## src/rtl/apb_csr_sequencer.sv

```systemverilog
// APB3 slave front end and FIFO launch sequencer for the ALU CSR block.
// A bus FSM decodes transfers; an independent launch FSM pushes FIFO_IN.
module apb_csr_sequencer #(
    parameter int ADDR_WIDTH   = 8,
    parameter int APB_BUS_SIZE = 32,
    parameter int RES_WIDTH    = 25,
    parameter int WAIT_LIMIT   = 16
) (
    input  logic                    clk,
    input  logic                    rst_n,
    input  logic                    psel,
    input  logic                    penable,
    input  logic                    pwrite,
    input  logic [ADDR_WIDTH-1:0]   paddr,
    output logic                    pready,
    output logic                    pslverr,
    output logic [APB_BUS_SIZE-1:0] prdata,
    output logic                    en_ctrl,
    output logic                    en_data0,
    output logic                    en_data1,
    output logic                    w_en_in,
    output logic                    r_en_out,
    output logic                    out_pop,
    input  logic                    start_bit,
    input  logic                    in_full,
    input  logic                    out_empty,
    input  logic [RES_WIDTH-1:0]    final_result,
    input  logic [RES_WIDTH-1:0]    fifo_out_status
);

    localparam int CW = $clog2(WAIT_LIMIT + 1);
    localparam int WW = ADDR_WIDTH - 2;

    typedef enum logic [1:0] {IDLE, WR, RD_CAPT, RD_DONE} bus_state_t;
    typedef enum logic [1:0] {L_IDLE, L_WAIT, L_PUSH, L_COOL} launch_state_t;

    bus_state_t    state_q, state_d;
    launch_state_t lstate_q, lstate_d;
    logic [CW-1:0] cnt_q, cnt_d;
    logic [WW-1:0] word_q, word_d;

    logic is_ctrl, is_data0, is_data1, is_result, is_status;
    logic is_wmap, busy;

    // Address is latched in the setup phase so decode never sees paddr live.
    assign is_ctrl   = (word_q == WW'(0));
    assign is_data0  = (word_q == WW'(1));
    assign is_data1  = (word_q == WW'(2));
    assign is_result = (word_q == WW'(3));
    assign is_status = (word_q == WW'(4));
    assign is_wmap   = is_ctrl | is_data0 | is_data1;

    assign busy = (lstate_q != L_IDLE) | start_bit;

    always_ff @(posedge clk or negedge rst_n) begin
        if (!rst_n) begin
            state_q  <= IDLE;
            lstate_q <= L_IDLE;
            cnt_q    <= '0;
            word_q   <= '0;
        end else begin
            state_q  <= state_d;
            lstate_q <= lstate_d;
            cnt_q    <= cnt_d;
            word_q   <= word_d;
        end
    end

    always_comb begin
        state_d  = state_q;
        cnt_d    = '0;
        word_d   = word_q;
        pready   = 1'b0;
        pslverr  = 1'b0;
        prdata   = '0;
        en_ctrl  = 1'b0;
        en_data0 = 1'b0;
        en_data1 = 1'b0;
        out_pop  = 1'b0;
        unique case (state_q)
            IDLE: begin
                if (psel && !penable) begin
                    word_d  = paddr[ADDR_WIDTH-1:2];
                    state_d = pwrite ? WR : RD_CAPT;
                end
            end
            WR: begin
                state_d = IDLE;
                if (!psel) begin
                end else if (!is_wmap) begin
                    pready  = 1'b1;
                    pslverr = 1'b1;
                end else if (!busy) begin
                    pready   = 1'b1;
                    en_ctrl  = is_ctrl;
                    en_data0 = is_data0;
                    en_data1 = is_data1;
                end else if (cnt_q == CW'(WAIT_LIMIT)) begin
                    pready  = 1'b1;
                    pslverr = 1'b1;
                end else begin
                    cnt_d   = cnt_q + 1'b1;
                    state_d = WR;
                end
            end
            RD_CAPT: begin
                state_d = IDLE;
                if (!psel) begin
                end else if (is_result) begin
                    if (out_empty) begin
                        pready  = 1'b1;
                        pslverr = 1'b1;
                    end else begin
                        state_d = RD_DONE;
                    end
                end else if (is_status) begin
                    pready = 1'b1;
                    prdata = APB_BUS_SIZE'(fifo_out_status);
                end else begin
                    pready  = 1'b1;
                    pslverr = !is_wmap;
                end
            end
            RD_DONE: begin
                state_d = IDLE;
                if (psel) begin
                    pready  = 1'b1;
                    out_pop = 1'b1;
                    prdata  = APB_BUS_SIZE'(final_result);
                end
            end
        endcase
    end

    assign r_en_out = ((state_q == RD_CAPT) && is_result)
                    || (state_q == RD_DONE);

    // L_COOL gives the CTRL start bit a cycle to clear after the push.
    always_comb begin
        lstate_d = lstate_q;
        unique case (lstate_q)
            L_IDLE: if (start_bit) lstate_d = L_WAIT;
            L_WAIT: if (!in_full)  lstate_d = L_PUSH;
            L_PUSH: lstate_d = L_COOL;
            L_COOL: lstate_d = L_IDLE;
        endcase
    end

    assign w_en_in = (lstate_q == L_PUSH);

endmodule

```

## config.mk

```make
export PLATFORM = sky130hd
export DESIGN_NAME = apb_csr_sequencer
export DESIGN_NICKNAME = d
export VERILOG_FILES = /design/src/rtl/apb_csr_sequencer.sv
export SDC_FILE = /design/constraint.sdc
export NUM_CORES = 1
export LEC_CHECK = 0
export CORE_MARGIN = 2
export CORE_UTILIZATION = 60
export CTS_CLUSTER_SIZE = 25
export DETAILED_ROUTE_END_ITERATION = 7
export DONT_BUFFER_PORTS = 1
export GPL_TIMING_DRIVEN = 0
export PLACE_DENSITY_LB_ADDON = 0.2
export SETUP_SLACK_MARGIN = 0.5
export SYNTH_ARGS = -nofsm -noshare
export SYNTH_HDL_FRONTEND = slang
export SYNTH_SLANG_ARGS = --single-unit
```

## constraint.sdc

```tcl
create_clock -name clk -period 3 [get_ports clk]
set_input_delay 0.6 -clock clk [delete_from_list [all_inputs] [get_ports clk]]
set_output_delay 0.6 -clock clk [all_outputs]
set_load 0.02 [all_outputs]
```

==> reports/qor.csv <==
stage;metric;value;unit
outcome;status;finished clean;
cts;clock tree buffer depth;2;
finish;Multi-input gate area;1060;µm²
finish;Ant. Diodes;0;
finish;share of cells above drive strength 1;0.477;
setup_path;CP cell instances;buf_4 > nor3_1 > nor4b_4 > buf_6 > buf_6 > a22o_2;
sta;Rel. slew slack;0.529;
pwr;Peak supply drop;625;µV
global_route;Total GRT Usage;0.342;
die;core box area;1980;µm²
global_route;first-pass GRT wire length;6.24;mm
synth;Synth top area share;0.296;
synth;Synth Flop Type;dfrtp_1;
flow_run;Max Cap Viol;0;
sta;Post-Route Skew;0.360;ps
pwr;Power per Cell Area;694;nW/µm²
sta;Fmax;398;MHz
die;Row Count;16;
sta;setup violators final;0;
die;num ports;106;
setup_path;crit-path leading delay family;simple AND/OR/NAND/NOR gates;
global_route;vias in the first global route;1255;
place;DP HPWL;2.65;mm
place;Cell Area, Placed;1330;µm²
cts;CTS tree;yes;
sta;fin crit share;0.838;
setup_path;cell mode on critical path;buf_6;
setup_path;Setup CP Type;flop to primary output;
cts;Clock Root Buffer;clkbuf_4;
finish;most frequent cells in the layout;19 x a22o_4, 15 x buf_4, 15 x dfrtp_1;
synth;Mapped Area;1270;µm²
detailed_routing;Final ANT Viol Nets;0;
finish;Seq. cell area;375;µm²
worst_hold_path;Hold Path Class;input port to flop;
cts;clk_lat worst skew;290;ps
pwr;power share of the sequential group;0.289;
setup_path;Worst EP arrival;1920;ps
detailed_routing;DRC;0;
synth;Cell variety after synth;35;
synth;Seq/Total Area, Yosys;0.296;
detailed_routing;1st-pass router iterations;4;
setup_path;slowest CP cell;dfrtp_1;
pwr;internal power;621;µW
die;die area;2500;µm²
global_route;initial antenna violation count;0;
sta;Final Hold Violating Endpoints;0;
synth;syn_area_per_cell;9.54;µm²
cts;CTS H-tree depth;1;
cts;CTS buffer count;3;
detailed_routing;routed vias;1256;
sta;RSZ-0062 raised after global routing;true;
detailed_routing;Iteration-0 DRC Markers;61;
synth;number of synthesized flops with an enable pin;0;
setup_path;WP buf/inv;3;
pwr;Pleak;0.000835;µW
setup_path;worst path required time;2400;ps
detailed_routing;Avg WL per Cell;25.0;µm
pwr;clock share of power;0.100;
synth;largest area contributor in the netlist;dfrtp_1;
die;Starting Density;0.640;
cts;CTS clk-pin slew, worst paths;90;ps
sta;Final min period;2520;ps
place;RePlAce Congestion;0.828;
global_route;pin count of the biggest net entering global routing;16;
pwr;Net Sw Power;576;µW
finish;Post-layout nets;231;
place;input/output buffers;0;
synth;synth top area cells;dfrtp_1 30%, a22o_1 17%, ha_1 11%;
synth;cell count after synthesis;133;
sta;final setup TNS;0;ps
global_route;total gr overflow;0;
sta;Final Max Tran Viols;0;
die;Die Y-Extent;50.0;µm
synth;fraction of registers with async set/reset;1.00;
detailed_routing;vias per std cell;6.98;
finish;design area;1720;µm²
setup_path;Crit. End Element;primary output;
setup_path;CP Max Fanout;5;
pwr;Comb power frac;0.611;
synth;yosys warns;0;
finish;commonest non-fill, non-tap cell in the layout;a22o_4;
setup_path;CP max stage delay;400;ps
finish;FILL cells;88;
cts;# clock sinks;15;
finish;Syn-to-layout area delta;35.8;%
sta;worst slew pin tran;704;ps
detailed_routing;routed wire length;4.50;mm
pwr;switch share;0.481;
synth;synthesis-stage register bit count;15;
setup_path;CP Launch Type;flop;
die;Die Wd;50.0;µm
-- logic make-up after synthesis --
family | Yosys count | share of synthesized area
buffers and inverters | 22 | 0.0927
AO/OA/AOI/OAI | 41 | 0.255
multiplexers | 6 | 0.0533
XOR/XNOR | 3 | 0.0207
adder cells (fa/ha/maj) | 11 | 0.108
AND/OR/NAND/NOR | 34 | 0.171
other | 1 | 0.00296
flip-flops | 15 | 0.296
-- flip-flops by register name (all words and copies together), names as in the netlist --
| name | flops |
|---|---|
| word_q | 6 |
| state_q | 2 |
| cnt_q | 5 |
| lstate_q | 2 |
-- synthesized netlist by cell type, types with 2 or more instances --
cell / instances
a22o_1: 25
dfrtp_1: 15
ha_1: 11
buf_4: 9
inv_1: 7
nand2_1: 7
nor2_1: 7
mux2_2: 6
nand3_1: 5
o21ai_0: 5
clkbuf_1: 4
a21oi_1: 3
a221oi_1: 2
nand2b_1: 2
nand3b_1: 2
nor3_1: 2
nor3b_1: 2
xor2_1: 2
-- path summary, 6_finish.rpt --
check	from	to	slack, ps	cells past startpoint
worst max-delay path	word_q[4]$_DFFE_PN0P_	prdata[23]	480	6
worst min-delay path	paddr[4]	word_q[2]$_DFFE_PN0P_	450	1
worst max register to register	word_q[4]$_DFFE_PN0P_	cnt_q[4]$_DFF_PN0_	1220	6
worst min register to register	cnt_q[0]$_DFF_PN0_	cnt_q[0]$_DFF_PN0_	520	1
max in group asynchronous	rst_n	cnt_q[0]$_DFF_PN0_	1770	1
min in group asynchronous	rst_n	lstate_q[0]$_DFFE_PN0P_	790	1
-- power groups by stage --
stage | clock [µW] | sequential [µW] | combinational, µW
after floorplan | 0 | 321 | 458
after global placement | 0 | 331 | 514
after detailed placement | 0 | 337 | 531
after CTS | 119 | 336 | 651
after global routing | 132 | 350 | 776
final | 120 | 345 | 731
-- cell type report --
type	count	share of cell area
tap	27	0.0196
multi-input combinational	102	0.616
buffer	14	0.0632
timing repair buffer	10	0.0494
inverter	8	0.0189
clock buffer	4	0.0153
sequential	15	0.218
-- per-layer routing --
metal | GRT usage | wire length (µm) | part of all wire | vias to the layer above
met5 | 0 | 0 | 0 | -
met3 | 0.106 | 442 | 0.098 | 33
met1 | 0.311 | 1370 | 0.30 | 592
li1 | - | - | - | 522
met4 | 0.255 | 314 | 0.070 | 0
met2 | 0.621 | 2370 | 0.53 | 109
-- worst register-to-register path, cell delays in order, from the launching register on --
cell     delay (ps)
dfrtp_1         400
or4_4           600
nor2_4          180
buf_4           130
buf_4           110
nand2_1         100
nor2_1          180
-- timing repair --
item                                    CTS  global route
endpoints found under the setup margin   30            29
resized for setup                        59             9
endpoints found under the hold margin    15             0
cloned                                    1             0
pin swaps                                 5             7
buffers inserted                          5             3
hold buffers                              1             0
-- through the flow --
step,utilization,std cells,setup WS (ps),total power [µW],hold WS (ps)
final,0.869,180,485,1200,451
after global routing,0.869,180,422,1260,442
after CTS,0.842,177,503,1110,447
after detailed placement,0.669,166,488,869,305
after global placement,0.669,166,524,845,305
after floorplan,-,139,677,780,304
No activity file was read; power rests on OpenSTA's default activity.
